===== src/rtl/contour_point_streamer.sv =====
// contour_point_streamer: walks 8-connected strokes in the edge BRAM
// in raster order, streams their (x,y) points and clears each one.
module contour_point_streamer #(
  parameter int H_PIXELS     = 640,
  parameter int V_PIXELS     = 480,
  parameter int ADDR_W       = 19,
  parameter int READ_LATENCY = 2,
  parameter int MAX_POINTS   = 4095
) (
  input  logic              clk,
  input  logic              reset,
  input  logic              start,
  input  logic [2:0]        target_code,
  input  logic [2:0]        bram_doutb,
  output logic [ADDR_W-1:0] bram_addrb,
  output logic [ADDR_W-1:0] bram_addr,
  output logic [2:0]        bram_din,
  output logic              bram_we,
  output logic [9:0]        point_x,
  output logic [8:0]        point_y,
  output logic              point_first,
  output logic              point_valid,
  input  logic              point_ready,
  output logic [11:0]       num_points,
  output logic              busy,
  output logic              done
);

  typedef enum logic [2:0] {
    IDLE, SCAN_REQ, SCAN_WAIT, EMIT,
    CLEAR, NBR_REQ, NBR_WAIT, DONE
  } state_e;

  localparam int WW = $clog2(READ_LATENCY + 1);
  localparam logic [ADDR_W-1:0] LAST =
    ADDR_W'(H_PIXELS * V_PIXELS - 1);
  localparam logic [ADDR_W-1:0] HA = ADDR_W'(H_PIXELS);
  localparam logic [9:0]  XMAX  = 10'(H_PIXELS - 1);
  localparam logic [8:0]  YMAX  = 9'(V_PIXELS - 1);
  localparam logic [11:0] NMAX  = 12'(MAX_POINTS);
  localparam logic [WW-1:0] WLAST = WW'(READ_LATENCY);

  state_e            state_q, state_d;
  logic [ADDR_W-1:0] scan_a_q, scan_a_d;
  logic [9:0]        scan_x_q, scan_x_d;
  logic [8:0]        scan_y_q, scan_y_d;
  logic [ADDR_W-1:0] cur_a_q, cur_a_d;
  logic [9:0]        cur_x_q, cur_x_d;
  logic [8:0]        cur_y_q, cur_y_d;
  logic [ADDR_W-1:0] nbr_a_q, nbr_a_d;
  logic [9:0]        nbr_x_q, nbr_x_d;
  logic [8:0]        nbr_y_q, nbr_y_d;
  logic [2:0]        dir_q, dir_d;
  logic [WW-1:0]     wcnt_q, wcnt_d;
  logic              first_q, first_d;
  logic [11:0]       npts_q, npts_d;
  logic              busy_q, busy_d;
  logic              done_q, done_d;

  logic              dxp, dxn, dyp, dyn;
  logic              nbr_ok, rd_match, adv;
  logic [ADDR_W-1:0] nbr_a;
  logic [9:0]        nbr_x;
  logic [8:0]        nbr_y;

  // Direction order E, SE, S, SW, W, NW, N, NE (y grows downward)
  always_comb begin
    dxp = 1'b0;
    dxn = 1'b0;
    dyp = 1'b0;
    dyn = 1'b0;
    unique case (dir_q)
      3'd0: dxp = 1'b1;
      3'd1: begin dxp = 1'b1; dyp = 1'b1; end
      3'd2: dyp = 1'b1;
      3'd3: begin dxn = 1'b1; dyp = 1'b1; end
      3'd4: dxn = 1'b1;
      3'd5: begin dxn = 1'b1; dyn = 1'b1; end
      3'd6: dyn = 1'b1;
      default: begin dxp = 1'b1; dyn = 1'b1; end
    endcase
  end

  assign nbr_ok = !(dxp && cur_x_q == XMAX)
               && !(dxn && cur_x_q == 10'd0)
               && !(dyp && cur_y_q == YMAX)
               && !(dyn && cur_y_q == 9'd0);
  assign nbr_x = cur_x_q + 10'(dxp) - 10'(dxn);
  assign nbr_y = cur_y_q + 9'(dyp) - 9'(dyn);
  assign nbr_a = cur_a_q + ADDR_W'(dxp) - ADDR_W'(dxn)
               + (dyp ? HA : '0) - (dyn ? HA : '0);

  assign rd_match = (target_code == 3'd0)
                  ? (bram_doutb != 3'd0)
                  : (bram_doutb == target_code);

  always_ff @(posedge clk) begin
    if (reset) begin
      state_q  <= IDLE;
      scan_a_q <= '0;
      scan_x_q <= '0;
      scan_y_q <= '0;
      cur_a_q  <= '0;
      cur_x_q  <= '0;
      cur_y_q  <= '0;
      nbr_a_q  <= '0;
      nbr_x_q  <= '0;
      nbr_y_q  <= '0;
      dir_q    <= '0;
      wcnt_q   <= '0;
      first_q  <= 1'b0;
      npts_q   <= '0;
      busy_q   <= 1'b0;
      done_q   <= 1'b0;
    end else begin
      state_q  <= state_d;
      scan_a_q <= scan_a_d;
      scan_x_q <= scan_x_d;
      scan_y_q <= scan_y_d;
      cur_a_q  <= cur_a_d;
      cur_x_q  <= cur_x_d;
      cur_y_q  <= cur_y_d;
      nbr_a_q  <= nbr_a_d;
      nbr_x_q  <= nbr_x_d;
      nbr_y_q  <= nbr_y_d;
      dir_q    <= dir_d;
      wcnt_q   <= wcnt_d;
      first_q  <= first_d;
      npts_q   <= npts_d;
      busy_q   <= busy_d;
      done_q   <= done_d;
    end
  end

  always_comb begin
    state_d  = state_q;
    scan_a_d = scan_a_q;
    scan_x_d = scan_x_q;
    scan_y_d = scan_y_q;
    cur_a_d  = cur_a_q;
    cur_x_d  = cur_x_q;
    cur_y_d  = cur_y_q;
    nbr_a_d  = nbr_a_q;
    nbr_x_d  = nbr_x_q;
    nbr_y_d  = nbr_y_q;
    dir_d    = dir_q;
    wcnt_d   = wcnt_q;
    first_d  = first_q;
    npts_d   = npts_q;
    busy_d   = busy_q;
    done_d   = done_q;
    adv      = 1'b0;
    unique case (state_q)
      IDLE: if (start) begin
        state_d  = SCAN_REQ;
        busy_d   = 1'b1;
        done_d   = 1'b0;
        npts_d   = '0;
        scan_a_d = '0;
        scan_x_d = '0;
        scan_y_d = '0;
      end
      SCAN_REQ: begin
        wcnt_d  = WW'(1);
        state_d = SCAN_WAIT;
      end
      SCAN_WAIT: if (wcnt_q == WLAST) begin
        if (rd_match) begin
          cur_a_d = scan_a_q;
          cur_x_d = scan_x_q;
          cur_y_d = scan_y_q;
          first_d = 1'b1;
          state_d = EMIT;
        end else begin
          adv = 1'b1;
        end
      end else begin
        wcnt_d = wcnt_q + WW'(1);
      end
      EMIT: if (point_ready) begin
        if (npts_q != NMAX) npts_d = npts_q + 12'd1;
        state_d = CLEAR;
      end
      CLEAR: begin
        first_d = 1'b0;
        dir_d   = 3'd0;
        state_d = NBR_REQ;
      end
      NBR_REQ: if (nbr_ok) begin
        nbr_a_d = nbr_a;
        nbr_x_d = nbr_x;
        nbr_y_d = nbr_y;
        wcnt_d  = WW'(1);
        state_d = NBR_WAIT;
      end else if (dir_q == 3'd7) begin
        adv = 1'b1;
      end else begin
        dir_d = dir_q + 3'd1;
      end
      NBR_WAIT: if (wcnt_q == WLAST) begin
        if (rd_match) begin
          cur_a_d = nbr_a_q;
          cur_x_d = nbr_x_q;
          cur_y_d = nbr_y_q;
          state_d = EMIT;
        end else if (dir_q == 3'd7) begin
          adv = 1'b1;
        end else begin
          dir_d   = dir_q + 3'd1;
          state_d = NBR_REQ;
        end
      end else begin
        wcnt_d = wcnt_q + WW'(1);
      end
      DONE: state_d = IDLE;
      default: state_d = IDLE;
    endcase
    // Resume the raster scan just past where the stroke began
    if (adv) begin
      if (scan_a_q == LAST) begin
        busy_d  = 1'b0;
        done_d  = 1'b1;
        state_d = DONE;
      end else begin
        scan_a_d = scan_a_q + ADDR_W'(1);
        if (scan_x_q == XMAX) begin
          scan_x_d = '0;
          scan_y_d = scan_y_q + 9'd1;
        end else begin
          scan_x_d = scan_x_q + 10'd1;
        end
        state_d = SCAN_REQ;
      end
    end
  end

  always_comb begin
    bram_addrb = scan_a_q;
    if (state_q == NBR_REQ)
      bram_addrb = nbr_ok ? nbr_a : nbr_a_q;
    else if (state_q == NBR_WAIT)
      bram_addrb = nbr_a_q;
    bram_addr   = cur_a_q;
    bram_din    = 3'd0;
    bram_we     = (state_q == CLEAR);
    point_x     = cur_x_q;
    point_y     = cur_y_q;
    point_valid = (state_q == EMIT);
    point_first = first_q && (state_q == EMIT);
    num_points  = npts_q;
    busy        = busy_q;
    done        = done_q;
  end

endmodule

===== config.mk =====
export PLATFORM = sky130hd
export DESIGN_NAME = contour_point_streamer
export DESIGN_NICKNAME = d
export VERILOG_FILES = /design/src/rtl/contour_point_streamer.sv
export SDC_FILE = /design/constraint.sdc
export NUM_CORES = 1
export LEC_CHECK = 0
export BUFFER_PORTS_ARGS = -buffer_cell sky130_fd_sc_hd__buf_4
export CAP_MARGIN = 25
export CORE_MARGIN = 2
export CORE_UTILIZATION = 30
export DETAILED_ROUTE_END_ITERATION = 7
export HOLD_SLACK_MARGIN = 0.05
export MAX_ROUTING_LAYER = met4
export PLACE_DENSITY = 0.54
export SLEW_MARGIN = 15
export SYNTH_ARGS = -nofsm -noshare
export SYNTH_HDL_FRONTEND = slang
export SYNTH_SLANG_ARGS = --single-unit

===== constraint.sdc =====
create_clock -name clk -period 6.7 [get_ports clk]
set_clock_uncertainty 0.1 [all_clocks]
set_input_delay 0.335 -clock clk [delete_from_list [all_inputs] [get_ports clk]]
set_output_delay 0.335 -clock clk [all_outputs]
set_load 0.02 [all_outputs]

==> out/results.md <==
| Result | This run | Unit |
|---|---|---|
| Number of inserted diodes | 0 | - |
| Commonest non-fill, non-tap cells in the layout | dfxtp_1, nand2_1, nor2_1 | - |
| Global-route wire length before repair | 42.5 | mm |
| Share of synthesized area occupied by flip-flops and latches | 31.6 | % |
| Die height | 174 | µm |
| Total count of max-transition violations in the final report | 0 | - |
| Final-report setup violation count | 0 | - |
| Average footprint of a synthesized cell | 7.84 | µm² |
| Async S/R FF share, synth | 0 | % |
| Fraction of layout cells with a size suffix above 1 | 12.5 | % |
| Final setup TNS | 0 | ps |
| Relative slew slack | 36.4 | % |
| Avg Vias per Cell | 5.34 | - |
| Class of the worst hold path | in2reg | - |
| Reg2reg setup slack | 2350 | ps |
| Gate count after technology mapping | 1,106 | - |
| Yosys Warn Count | 0 | - |
| Count of filler cells inserted in the layout | 3,049 | - |
| Power density relative to cell area | 204 | mW/mm² |
| CTS resizes | 0 | - |
| GRT Overall Usage | 17.8 | % |
| Cts hold-fix bufs | 0 | - |
| Synth Flop Type | dfxtp_1 | - |
| Antenna violations before repair | 0 | - |
| Commonest non-fill, non-tap cell in the layout | dfxtp_1 | - |
| Core region area | 0.0286 | mm² |
| Ratio of final minimum period to clock period | 75.1 | % |
| Die Outline Area | 0.0303 | mm² |
| Highest attainable clock frequency | 0.199 | GHz |
| DRT antenna net count | 0 | - |
| Residual DRC | 0 | - |
| Post-route total power | 2.07 | mW |
| Critical path fanouts, max | 6 | - |
| Count of endpoints failing hold in the final timing report | 0 | - |
| Post-synth EDFFs | 0 | - |
| Number of clock sinks seen by CTS | 137 | - |
| Port Buf Inserts | 83 | - |
| Measured slew at the worst slew-check pin | 953 | ps |
| Routability Congestion | 0.869 | - |
| Finished Layout Cells | 1,547 | - |
| Ports placed on the boundary | 87 | - |
| MaxCap Viol Count | 0 | - |
| Synth-to-layout area growth | 17.2 | % |
| Clock latency on the worst-skew pair | 430 | ps |
| Vias in the first global route | 7,811 | - |
| Initial standard-cell utilization of the core | 30.3 | % |
| Unrepaired setup endpoints after global routing | false | - |
| Clock Pin Slew Worst Setup and Hold Paths | 60 | ps |
| Pin count of the biggest net entering global routing | 60 | - |
| Detailed placement HPWL | 17.5 | mm |
| Starting DRT DRC Count | 611 | - |
| Deepest clock path buffer count | 2 | - |
| Setup Crit Path Kind | reg2out | - |
| TritonCTS clock tree | done | - |
| Maximum vdd drop | 0.154 | mV |
| Vias after detailed routing | 8,259 | - |
| Critical path startpoint category | register | - |
| Number of register bits inferred by synthesis | 137 | - |
| Detailed-routing iteration count for the pre-antenna-repair pass | 5 | - |
| Final routed wirelength across all metal layers | 25.9 | mm |
| Data arrival time at the worst-slack endpoint | 4600 | ps |
| Cell Rows | 62 | - |
| Number of CTS-inserted buffers | 17 | - |
| Crit path required time | 6260 | ps |
| Global-route congestion overflow total | 0 | - |
| Number of levels in the clock H-tree | 4 | - |
| Result of the run | completed | - |
| Clock period minus final worst setup slack | 5030 | ps |
| Horizontal extent of the die | 174 | µm |
| Clock Tree Root | clkbuf_16 | - |
| Post CTS Setup Buffer Count | 0 | - |
| Number of instances in the placed design | 1,515 | - |
| Number of distinct library cells after synthesis | 71 | - |
| Endpoint type of the worst setup path | output port | - |
| Number of nets in the final layout | 1,229 | - |
| Leakage | 3.71 | nW |
| DR WL/cell | 16.8 | µm |
| Cell Area, Synth | 0.00867 | mm² |
-- through the flow --
stage                     setup WS (ps)  utilization, %  hold WS (ps)  cell area (µm²)
after floorplan                    2480               -           332             8680
after global placement             2290            33.5           341             9590
after detailed placement           2150            33.5           345             9590
after CTS                          1650            35.5           176            10200
after global routing               1360            35.5           193            10200
final                              1670            35.5           184            10200
-- area by class of cell --
type	count	area (µm²)	share of cell area [%]
clock inverter	13	129	1.27
sequential	137	2740	27.0
inverter	72	270	2.66
timing repair buffer	95	713	7.02
multi-input combinational	827	5380	53.0
clock buffer	19	443	4.36
tap	384	480	4.73
-- flip-flops by register name, summed over array words and instances, names as in the netlist --
name	count
busy	1
nbr_x_q	10
nbr_a_q	19
state_q	3
dir_q	3
first_q	1
num_points	12
scan_a_q	19
point_y	9
done	1
wcnt_q	2
bram_addr	19
point_x	10
scan_x_q	10
nbr_y_q	9
scan_y_q	9
-- logic make-up after synthesis --
logic type	count (synthesis)	share of synthesized area [%]
muxes	4	0.476
other	1	0.0432
xor gates and xnor gates	32	3.23
buffers and inverters	144	6.65
AOI/OAI and AO/OA	285	23.5
adders and majority gates	69	10.2
and+or+nand+nor	434	24.3
DFF	137	31.6
-- per-layer routing --
metal  track usage (%)  share of wire, %
met5                 -                 0
met1              23.9                49
met4              4.27               1.3
met3              3.15               4.1
met2              27.9                45
-- worst max-delay path, cell delays in order (launching register included) --
cell	delay, ps
dfxtp_1	360
inv_1	100
ha_1	220
o21ba_2	240
nor3_2	450
nand2b_1	120
ha_1	310
ha_1	380
a21o_1	260
a21o_1	200
or3_1	300
o211a_1	250
o41ai_1	520
xnor2_1	180
o21ai_0	90
buf_4	190
-- synthesized netlist by cell type (6+ instances only) --
cell         n  area (µm²)
a211o_1      6        52.6
a211oi_1     8        60.1
a21o_1      12        90.1
a21oi_1     70         350
a311oi_1    38         333
a31oi_1      6        37.5
and3_1      11        68.8
buf_1        7        26.3
buf_2       14        70.1
clkbuf_1    47         176
dfxtp_1    137        2740
ha_1        66         826
inv_1       72         270
nand2_1    112         420
nand2b_1    16         100
nand3_1     76         380
nand4_1     19         119
nor2_1     113         424
nor3_1      21         105
nor3b_1      6        45.0
nor4b_1      6        52.6
o2111ai_1    9        78.8
o211ai_1    12        90.1
o21a_1       6        45.0
o21ai_0     31         155
o22ai_1     14        87.6
o311ai_0     6        52.6
o31ai_1     11        82.6
o41ai_1     13         114
or3_1       15        93.8
or4_1       13        97.6
xnor2_1     17         149
xor2_1      15         131
-- report_power, final --
| part | internal (mW) | switching, mW |
|---|---|---|
| Clock | 0.554 | 0.384 |
| Sequential | 0.831 | 0.0330 |
| Combinational | 0.0810 | 0.189 |
-- final timing paths --
check,startpoint,end,cells past startpoint
setup reg to reg,dir_q[0],nbr_a_q[15],14
hold reg to reg,nbr_x_q[4],nbr_x_q[4],2
setup / recovery,dir_q[0],bram_addrb[15],15
hold / removal,point_ready,state_q[2],4
Note: power is estimated with default switching activity, not from simulation.
